===== config.mk =====
export PLATFORM = sky130hd
export DESIGN_NAME = uart_rx_fifo
export DESIGN_NICKNAME = d
export VERILOG_FILES = /design/src/rtl/uart_pkg.sv /design/src/rtl/uart_rx_timeout.sv /design/src/rtl/uart_rx_fifo.sv
export SDC_FILE = /design/constraint.sdc
export NUM_CORES = 1
export LEC_CHECK = 0
export CAP_MARGIN = 20
export CELL_PAD_IN_SITES_DETAIL_PLACEMENT = 1
export CELL_PAD_IN_SITES_GLOBAL_PLACEMENT = 1
export CORE_MARGIN = 4
export CORE_UTILIZATION = 37
export CTS_CLUSTER_SIZE = 30
export DETAILED_ROUTE_END_ITERATION = 8
export PLACE_DENSITY = 0.64
export SYNTH_ARGS = -nofsm -noshare
export SYNTH_HDL_FRONTEND = slang
export SYNTH_SLANG_ARGS = --single-unit

===== constraint.sdc =====
create_clock -name clk -period 4.2 [get_ports clk]
set_clock_uncertainty 0.05 [all_clocks]
set_input_delay 0.84 -clock clk [delete_from_list [all_inputs] [get_ports clk]]
set_output_delay 0.84 -clock clk [all_outputs]
set_load 0.005 [all_outputs]

===== src/rtl/uart_pkg.sv =====
// Shared types for the UART receive path: stored RX entry layout and FCR trigger levels.
package uart_pkg;

  typedef struct packed {
    logic       bi;
    logic       fe;
    logic       pe;
    logic [7:0] data;
  } rx_entry_t;

  typedef enum logic [1:0] {
    TRIG_1  = 2'b00,
    TRIG_4  = 2'b01,
    TRIG_8  = 2'b10,
    TRIG_14 = 2'b11
  } trig_lvl_t;

  function automatic int unsigned trig_threshold(trig_lvl_t lvl);
    case (lvl)
      TRIG_1:  return 1;
      TRIG_4:  return 4;
      TRIG_8:  return 8;
      default: return 14;
    endcase
  endfunction

endpackage


===== src/rtl/uart_rx_timeout.sv =====
// Character-timeout counter: counts baud ticks while idle, saturates at LIMIT.
module uart_rx_timeout #(
  parameter int LIMIT = 640
) (
  input  logic clk,
  input  logic rst,
  input  logic clear,
  input  logic tick,
  output logic expired
);

  localparam int CW = $clog2(LIMIT + 1);

  logic [CW-1:0] cnt_reg;
  logic [CW-1:0] cnt_next;

  always_comb begin
    cnt_next = cnt_reg;
    if (clear)
      cnt_next = '0;
    else if (tick && (cnt_reg != CW'(LIMIT)))
      cnt_next = cnt_reg + 1'b1;
  end

  always_ff @(posedge clk) begin
    if (rst)
      cnt_reg <= '0;
    else
      cnt_reg <= cnt_next;
  end

  assign expired = (cnt_reg == CW'(LIMIT));

endmodule


===== src/rtl/uart_rx_fifo.sv =====
// 16550 receive FIFO: FWFT character store with error tracking, trigger level,
// overrun and character-timeout indications for the register/interrupt logic.
module uart_rx_fifo
  import uart_pkg::*;
#(
  parameter int DEPTH          = 16,
  parameter int DATA_W         = 8,
  parameter int TIMEOUT_PULSES = 640
) (
  input  logic                       clk,
  input  logic                       rst,
  input  logic                       baud_pulse,
  input  logic                       push,
  input  logic [DATA_W-1:0]          din,
  input  logic                       pe_in,
  input  logic                       fe_in,
  input  logic                       bi_in,
  input  logic                       pop,
  input  logic                       lsr_rd,
  input  logic                       fifo_en,
  input  logic                       clr,
  input  logic [1:0]                 trig_lvl,
  output logic [DATA_W-1:0]          dout,
  output logic                       pe_out,
  output logic                       fe_out,
  output logic                       bi_out,
  output logic                       empty,
  output logic                       full,
  output logic [$clog2(DEPTH):0]     count,
  output logic                       overrun,
  output logic                       err_in_fifo,
  output logic                       trig,
  output logic                       timeout
);

  localparam int AW = $clog2(DEPTH);
  localparam int CW = AW + 1;

  rx_entry_t         mem [DEPTH];
  rx_entry_t         head;
  rx_entry_t         wr_entry;

  logic [AW-1:0]     wr_ptr_reg, rd_ptr_reg;
  logic [CW-1:0]     count_reg, count_next;
  logic [CW-1:0]     err_cnt_reg, err_cnt_next;
  logic              overrun_reg;
  logic              fifo_en_reg;

  logic [CW-1:0]     eff_depth;
  logic [CW-1:0]     threshold;
  logic              flush;
  logic              do_pop;
  logic              do_push;
  logic              wr_en;
  logic              ovr_set;
  logic              head_err;
  logic              wr_err;
  logic              to_clear;
  logic              to_expired;

  assign eff_depth = fifo_en ? CW'(DEPTH) : CW'(1);
  assign threshold = fifo_en ? CW'(trig_threshold(trig_lvl_t'(trig_lvl))) : CW'(1);

  assign empty = (count_reg == '0);
  assign full  = (count_reg == eff_depth);

  // Toggling FCR[0] discards stored data exactly like an explicit RX flush.
  assign flush   = clr | (fifo_en ^ fifo_en_reg);
  assign do_pop  = pop & ~empty;
  assign do_push = push & (~full | do_pop);
  assign wr_en   = do_push & ~flush;
  assign ovr_set = push & full & ~do_pop & ~flush;

  always_comb begin
    wr_entry      = '0;
    wr_entry.bi   = bi_in;
    wr_entry.fe   = fe_in;
    wr_entry.pe   = pe_in;
    wr_entry.data = 8'(din);
  end

  assign head     = mem[rd_ptr_reg];
  assign head_err = head.bi | head.fe | head.pe;
  assign wr_err   = bi_in | fe_in | pe_in;

  always_comb begin
    count_next   = count_reg;
    err_cnt_next = err_cnt_reg;
    if (flush) begin
      count_next   = '0;
      err_cnt_next = '0;
    end else begin
      count_next   = count_reg + CW'(wr_en) - CW'(do_pop);
      err_cnt_next = err_cnt_reg + CW'(wr_en & wr_err) - CW'(do_pop & head_err);
    end
  end

  always_ff @(posedge clk) begin
    if (wr_en)
      mem[wr_ptr_reg] <= wr_entry;
  end

  always_ff @(posedge clk) begin
    if (rst) begin
      wr_ptr_reg  <= '0;
      rd_ptr_reg  <= '0;
      count_reg   <= '0;
      err_cnt_reg <= '0;
      overrun_reg <= 1'b0;
      fifo_en_reg <= fifo_en;
    end else begin
      fifo_en_reg <= fifo_en;
      count_reg   <= count_next;
      err_cnt_reg <= err_cnt_next;
      if (ovr_set)
        overrun_reg <= 1'b1;
      else if (lsr_rd)
        overrun_reg <= 1'b0;
      if (flush) begin
        wr_ptr_reg <= '0;
        rd_ptr_reg <= '0;
      end else begin
        if (wr_en)
          wr_ptr_reg <= wr_ptr_reg + 1'b1;
        if (do_pop)
          rd_ptr_reg <= rd_ptr_reg + 1'b1;
      end
    end
  end

  assign to_clear = push | pop | flush | empty | ~fifo_en;

  uart_rx_timeout #(
    .LIMIT (TIMEOUT_PULSES)
  ) u_timeout (
    .clk     (clk),
    .rst     (rst),
    .clear   (to_clear),
    .tick    (baud_pulse),
    .expired (to_expired)
  );

  assign dout        = empty ? '0 : DATA_W'(head.data);
  assign pe_out      = ~empty & head.pe;
  assign fe_out      = ~empty & head.fe;
  assign bi_out      = ~empty & head.bi;
  assign count       = count_reg;
  assign overrun     = overrun_reg;
  assign err_in_fifo = (err_cnt_reg != '0);
  assign trig        = (count_reg >= threshold);
  assign timeout     = ~empty & fifo_en & to_expired;

endmodule


==> results of run 1 <==
==> logic make-up after synthesis <==
family	share of synthesized area, %
AO/OA/AOI/OAI	2.45
buffers and inverters	2.32
XOR/XNOR	1.82
adder cells (fa/ha/maj)	3.78
multiplexers	13.9
flip-flops	68.8
AND/OR/NAND/NOR	6.94
==> per-stage QoR <==
stage                     power (uW)  worst slack (ns)  utilization (%)  std cells
final                           4780             0.212             45.9        904
after detailed placement        2430             0.124             41.9        860
after floorplan                 2360             0.532                -        499
after CTS                       4830             0.138             45.9        904
after global routing            4930            0.0192             45.9        904
after global placement          2420             0.273             41.9        860
==> worst reg2reg max path: stages, from the launching register on <==
cell and delay (ns):
dfxtp_2 0.75, mux4_2 0.41, mux4_2 0.47, inv_1 0.13
a31oi_1 0.15, ha_1 0.31, inv_1 0.06, ha_1 0.16
inv_1 0.06, fa_1 0.39, nand2b_1 0.16, a21oi_1 0.18
nor3_1 0.07, nor3b_1 0.21
==> Yosys cell counts, drive strengths merged <==
cell,instances,share of area (%)
a31oi,2,0.14
mux2i,1,0.12
nand3,11,0.63
a21o,4,0.35
mux4,53,14
fa,2,0.46
o31ai,3,0.26
a21oi,13,0.75
nor4,1,0.072
nor3b,2,0.17
or3b,1,0.10
o21ai,6,0.35
or4,3,0.26
and2,9,0.65
and4b,1,0.12
xor2,7,0.71
edfxtp,176,61
nand4,3,0.22
or3,1,0.072
xnor2,11,1.1
and3,20,1.4
dfxtp,34,7.8
nor2b,5,0.36
or4b,2,0.23
nand2,12,0.52
buf,10,0.72
clkbuf,8,0.35
nor2,32,1.4
a22oi,2,0.17
a211oi,1,0.23
nor4bb,1,0.12
inv,29,1.3
nor3,3,0.17
a211o,2,0.20
nand3b,2,0.17
nand2b,3,0.22
ha,23,3.3
==> path summary, 6_finish.rpt <==
kind                 startpoint             end  slack (ns)  cells past startpoint
setup / recovery       register         dout[2]        0.21                      5
hold / removal    rd_ptr_reg[1]        register        0.47                      2
setup reg to reg       register  err_cnt_reg[4]        0.57                     13
hold reg to reg   rd_ptr_reg[1]        register        0.47                      2
==> routing by layer <==
metal / vias up / track usage [%] / routed length (um)
met2: 86 / 25.5 / 9490
li1: 2089 / - / -
met3: 34 / 3.01 / 718
met1: 2385 / 19.6 / 8540
met4: 0 / 3.61 / 376
met5: - / 0 / 0
==> final cells by class <==
| cell class | count | area [um2] |
|---|---|---|
| sequential | 210 | 5970 |
| clock inverter | 19 | 305 |
| multi-input combinational | 242 | 2500 |
| clock buffer | 25 | 614 |
| timing repair buffer | 66 | 601 |
| tap | 313 | 392 |
| fill | 2211 | 12400 |
| inverter | 29 | 109 |
==> power by group <==
part / internal [uW] / total [uW] / switching [uW]
clock network: 1550 / 2390 / 840
logic: 54.8 / 120 / 65.3
registers: 2260 / 2260 / 2.95
==> metrics.md, run 1 <==
| Metric | Value |
|---|---|
| Total track usage | between 10% and 20% |
| Post-synthesis sequential area ratio | 68.8% |
| Final Instance Area | ~10000 um2 |
| RSZ-0062 raised after global routing | no |
| Clk sink count | 210 |
| Cts bufs inserted | 24 |
| PD cells | 455 nW/um2 |
| Final #Nets | 619 |
| Post-route ant nets | 0 |
| Area growth syn-to-layout | 21.0% |
| Number of diodes | 0 |
| Worst Hold Slack | 0.474 ns |
| Syn. warnings | 0 |
| Final HPWL DP | about 12000 um |
| Most frequent cells in the layout | 176 x edfxtp_1, 53 x mux4_2, 42 x clkdlybuf4s50_1, 32 x dfxtp_1, 31 x nor2_1 |
| Share of cells above drive strength 1 | between 20% and 30% |
| CTS clk-pin slew, worst paths | 0.06 ns |
| Global-route wire length before repair | around 30000 um |
| DIE AREA | between 20000 and 30000 um2 |
| Core area | 22800 um2 |
| Port bufs | 42 |
| Postcts setup bufs | 0 |
| CP startpoint kind | register |
| # IOs | 43 |
| Least-Margin Pin Slew | 0.812 ns |
| FP Rows | 55 |
| Max FFs per register | 176 |
| Syn nets | 545 |
| Critical Path AT | about 3.1 ns |
| Final setup fails | 0 |
| DR WL/cell | 21.2 um |
| Max-slew violations | 0 |
| Netlist cell types | 41 |
| Final Critical Period | between 3 and 4 ns |
| CP dominant cell by count | mux4_2 |
| Slew margin rel. | 45.9% |
| Avg Cell Area, Syn | 17.4 um2 |
| CP Capture Type | primary output |
| # DRC | 0 |
| Vias | 4594 |
| CTS tree | done |
| CP bufs+invs | 2 |
| Crit-path slowest cell | mux4_2 |
| Mapped Area | 8670 um2 |
| Commonest non-fill, non-tap cell in the layout | edfxtp_1 |
| Vias per inst | between 5 and 6 |
| Post_cts resized | 1 |
| Synth Instances | 499 |
| Status | finished, final reports clean |
| Clock root cell | clkbuf_16 |
| Grt total ovfl | 0 |
| Final period util | between 90% and 100% |
| Crit-path leading delay family | multiplexers |
| Hold Fails Final Rpt | 0 |
| Die height | 161 um |
| Iter 0 DRT Violations | ~260 |
| Antenna violations before repair | 0 |
| Max VDD drop | 0.254 mV |
| Setup CP Type | register to primary output |
| Hold Buf Count CTS | 0 |
| Largest net degree at the start of global routing | 23 |
| Setup_tns | 0 ns |
| CP Cell Sequence | buf_4 > mux4_2 > mux4_2 > and2_1 > clkdlybuf4s50_1 |
| Initial Util | 38.0% |
| Leak Pwr | 0.00345 uW |
| Horiz. Die Dim | 161 um |
| Tightest Hold Check Type | register to register |
| Fmax | 251 MHz |
| Maxcap violations | 0 |
| H-tree Lvls | 1 |
| WP data required | 3.31 ns |
| DRT Wirelength | 19100 um |
| Vias in the first global route | roughly 5k |
| Worst-skew pair later-pin latency | 0.52 ns |
| Gpl congestion | 0.722 |
| Placed inst area | 9570 um2 |
| Critical Path Fanout Max | 16 |
| Max Root-Sink Buffers | 3 |
| Pre-antenna DRT Iters | 4 |
| Largest stage delay on the critical path | around 0.56 ns |
| Flops & latches, synth | 210 |
Note: power is estimated with default switching activity, not from simulation.
==> run 2: changes to the inputs <==
--- a/config.mk
+++ b/config.mk
@@ -12,7 +12,7 @@
 export CORE_UTILIZATION = 37
 export CTS_CLUSTER_SIZE = 30
 export DETAILED_ROUTE_END_ITERATION = 8
-export PLACE_DENSITY = 0.64
+export PLACE_DENSITY_LB_ADDON = 0.05
 export SYNTH_ARGS = -nofsm -noshare
 export SYNTH_HDL_FRONTEND = slang
 export SYNTH_SLANG_ARGS = --single-unit
==> metrics.md, run 2 (synthesis results as in run 1) <==
| Metric | Value |
|---|---|
| Hold Buf Count CTS | 0 |
| H-tree Lvls | 1 |
| Largest net degree at the start of global routing | 21 |
| Initial Util | approximately 38% |
| # IOs | 43 |
| FP Rows | 55 |
| Port bufs | 42 |
| PD cells | 425 nW/um2 |
| Antenna violations before repair | 0 |
| Iter 0 DRT Violations | about 250 |
| Slew margin rel. | 55.7% |
| CP startpoint kind | input port |
| Critical Path AT | 3.14 ns |
| Global-route wire length before repair | 30700 um |
| RSZ-0062 raised after global routing | no |
| Vias in the first global route | around 5.0k |
| DIE AREA | 25900 um2 |
| Max Root-Sink Buffers | 3 |
| Most frequent cells in the layout | 176 x edfxtp_1, 53 x mux4_2, 42 x clkdlybuf4s50_1, 32 x dfxtp_1, 31 x nor2_1 |
| Post-route ant nets | 0 |
| Number of diodes | 0 |
| Crit-path slowest cell | clkdlybuf4s50_1 |
| Tightest Hold Check Type | register to register |
| Setup_tns | 0 ns |
| WP data required | 3.31 ns |
| Pwr Total | 4420 uW |
| Max-slew violations | 0 |
| Total track usage | 15.5% |
| Pre-antenna DRT Iters | 4 |
| Vias | ~4.6k |
| Die height | 161 um |
| Vias per inst | between 5 and 6 |
| Critical Path Fanout Max | 9 |
| Least-Margin Pin Slew | 0.663 ns |
| CP Capture Type | primary output |
| Filler instances | 2237 |
| CP Cell Sequence | clkdlybuf4s50_1 > o21ai_0 > ha_1 > nand2b_1 > a21o_1 > a21o_1 > a211o_1 > clkdlybuf4s50_1 |
| Grt total ovfl | 0 |
| CTS clk-pin slew, worst paths | 0.06 ns |
| Leak Pwr | 0.00341 uW |
| CTS tree | done |
| Fmax | around 250 MHz |
| Core area | 22800 um2 |
| Status | finished, final reports clean |
| Final setup fails | 0 |
| Setup CP Type | input port to primary output |
| Commonest non-fill, non-tap cell in the layout | edfxtp_1 |
| Area growth syn-to-layout | 19.8% |
| Largest stage delay on the critical path | ~0.65 ns |
| Cts bufs inserted | 24 |
| Clk sink count | 210 |
| Horiz. Die Dim | 161 um |
| Max FFs per register | 176 |
| DRT Wirelength | 19700 um |
| Max VDD drop | approximately 0.19 mV |
| DR WL/cell | 21.7 um |
| Final HPWL DP | around 13000 um |
| Clock root cell | clkbuf_16 |
| Maxcap violations | 0 |
| Gpl congestion | 0.743 |
| Worst-skew pair later-pin latency | 0.51 ns |
| Final #Nets | between 600 and 700 |
| Final period util | 95.9% |
| Share of cells above drive strength 1 | 21.2% |
| Hold Fails Final Rpt | 0 |
| # DRC | 0 |
| Final Critical Period | 4.03 ns |
run 2: report_power, final:
part           internal (uW)  total [uW]  switching [uW]  leakage (uW)
Sequential              2260        2260            2.69       0.00186
Combinational           54.5         120            65.2       0.00117
Clock                   1210        2030             822      0.000379
Total                   3530        4420             890       0.00341
run 2: final timing paths:
path                  from              to  slack (ns)  depth (start not counted)
min reg2reg  rd_ptr_reg[1]        register        0.46                          2
max                fifo_en            trig        0.17                          8
min          rd_ptr_reg[1]        register        0.46                          2
max reg2reg       register  err_cnt_reg[4]        0.62                         14
run 2: stage by stage:
step           area [um2]  hold slack [ns]  instances  worst slack (ns)  util (%)
2_1_floorplan        8670            0.413        499             0.532         -
3_3_place_gp         9600            0.436        864             0.223      42.0
3_5_place_dp         9600            0.451        864             0.143      42.0
4_1_cts             10400            0.451        908            0.0422      45.4
5_1_grt             10400            0.477        908            0.0138      45.5
6_report            10400            0.456        908             0.174      45.5
run 2: repair_timing:
action / in CTS / in global routing
endpoints found under the hold margin: 0 / 0
setup endpoints to repair: 0 / 3
resized for setup: 0 / 1
buffers inserted: 0 / 0
run 2: per-layer routing:
metal  vias up  GRT usage, %  share of wire (%)
met1      2389          21.3                 44
met5         -             0                  0
met2        98          26.0                 50
met3        19          2.53                5.2
li1       2098             -                  -
met4         0          3.64                1.3
run 2: critical path, delay by kind of cell:
| kind | cells | cell delay [ns] |
|---|---|---|
| buffers and inverters | 2 | 1.10 |
| AOI/OAI and AO/OA | 4 | 0.77 |
| adders and majority gates | 1 | 0.29 |
| and+or+nand+nor | 1 | 0.14 |
run 2: cell type report:
| cell class | count | area [um2] | area share, % |
|---|---|---|---|
| clock buffers | 28 | 637 | 6.13 |
| flip-flops and latches | 210 | 5970 | 57.5 |
| well taps | 313 | 392 | 3.77 |
| multi-input cells | 242 | 2500 | 24.1 |
| clock inverters | 16 | 143 | 1.37 |
| repair buffers | 70 | 634 | 6.11 |
| inverters | 29 | 109 | 1.05 |
==> RTL change, RTL diff (flow settings as in run 1) <==
Change the parameter `TIMEOUT_PULSES` from 640 to 320.
--- a/src/rtl/uart_rx_fifo.sv
+++ b/src/rtl/uart_rx_fifo.sv
@@ -6,5 +6,5 @@
   parameter int DEPTH          = 16,
   parameter int DATA_W         = 8,
-  parameter int TIMEOUT_PULSES = 640
+  parameter int TIMEOUT_PULSES = 320
 ) (
   input  logic                       clk,
Behaviour: same outputs for any inputs over 4 cycles, from zero or initial values and one cycle with rst high; that may be too few to reach the edited logic, so the function may still have changed.
==> RTL change against run 1 <==
Sequential cell count decreased by 1. Power decreased by 10%. Critical path depth unchanged. Core utilization decreased by 1.8 points. Routed wire length about the same. Setup slack improved by 0.042 ns. Cell area decreased by 1.5%. Global-route usage decreased by 0.082 points. Synthesized area increased by 1.1%.
==> RTL change: results (changes against run 1) <==
- Maximum VDD drop: 0.2885 mV (+14%)
- Post-Place Cell Area: 9613 um2 (+0.42%)
- Half-perimeter wire length after detailed placement: 12100 um (+0.12%)
- Pin count of the biggest net entering global routing: 39 (+70%)
- Total length of routed wires: 19130 um (about the same)
- Actual transition at the worst max-transition pin: 0.9096 ns (+0.09756 ns)
- Filler cells: 2270 (+2.7%)
- Starting DRC count in detailed routing: 267 (+1.9%)
- Vias in the first global route: 5035 (-0.94%)
- Register area: 5949 um2 (-0.36%)
- Internal: 3.450 mW (-11%)
- Global-route met3 utilization: 0.02334 (-0.006765)
- Post-detailed-route wirelength per cell: 21.49 um (+1.6%)
- Syn Nets: 532 (-2.4%)
- Fraction of layout instances using a drive strength above 1: 0.1646 (-0.04181)
- Global routing usage on met2: 0.2662 (+0.01118)
- Insertion delay to the later sink of the worst-skew pair: 0.50 ns (-0.02 ns)
- Result of the run: finished, final reports clean
- Worst slack at placement: -0.02311 ns (-0.1467 ns)
- Vias per Instance: 5.144 (+1.2%)
- Top cells by count, synth: sky130_fd_sc_hd__edfxtp_1 (176), sky130_fd_sc_hd__dfxtp_1 (33), sky130_fd_sc_hd__mux4_2 (29)
- Number of buffers added by the clock tree synthesis step: 23 (-4.2%)
- Total leakage power: 3.435 nW (-0.51%)
- R2r worst-path depth: 12 (-1)
- Wire length of the first global-routing pass: 29720 um (-0.49%)
- Data arrival time of the worst path: 3.06 ns (-0.04 ns)
- # resized after CTS: 0 (-1)
- Layout Nets: 601 (-2.9%)
- Global routing usage on met1: 0.1883 (-0.007432)
RTL change: changes by cell type after synthesis, sizes merged, moves of 2 or more:
cell           run 1  this run
buf               10        14
xnor2             11         9
nand3             11        13
nor3b              2         0
clkbuf             8         4
nand2             12         8
or3                1         3
and2               9        13
inv               29        21
xor2               7        10
nor2              32        29
RTL change: layer usage:
layer  part of all wire  up-vias
met4              0.018        0
met2               0.52       99
met3              0.042       28
li1                   -     2062
met1               0.42     2389
met5                  0        -
RTL change: worst max-delay path, cell delays in order, from the launching register on:
cell                              delay, ns
sky130_fd_sc_hd__dfxtp_4               0.49
sky130_fd_sc_hd__buf_4                 0.35
sky130_fd_sc_hd__mux4_1                0.61
sky130_fd_sc_hd__mux4_2                0.47
sky130_fd_sc_hd__and2_1                0.17
sky130_fd_sc_hd__clkdlybuf4s50_1       0.44
RTL change: cell type report:
| cell class | count | share of cell area |
|---|---|---|
| clock inverters | 12 | 0.01077 |
| flip-flops and latches | 209 | 0.5755 |
| multi-input cells | 238 | 0.2520 |
| well taps | 319 | 0.03861 |
| clock buffers | 29 | 0.05882 |
| repair buffers | 62 | 0.05664 |
| inverters | 21 | 0.007625 |
RTL change: cells by family (layout without fill, tap and decap cells):
logic type      after synthesis  after routing  synth area share
flops                       209            209            0.6782
simple gates                107            107           0.06879
mux                          54             54            0.1476
buf+inv                      39            124           0.02469
compound gates               33             33           0.02440
fa+ha+maj                    25             25           0.03739
xor+xnor                     19             19           0.01898
RTL change: power by group through the flow:
stage	registers, mW	clock network (mW)	logic [mW]
3_5_place_dp	2.30	0	0.119
2_1_floorplan	2.30	0	0.0480
4_1_cts	2.26	1.98	0.120
6_report	2.25	1.93	0.118
3_3_place_gp	2.30	0	0.112
5_1_grt	2.25	2.06	0.131
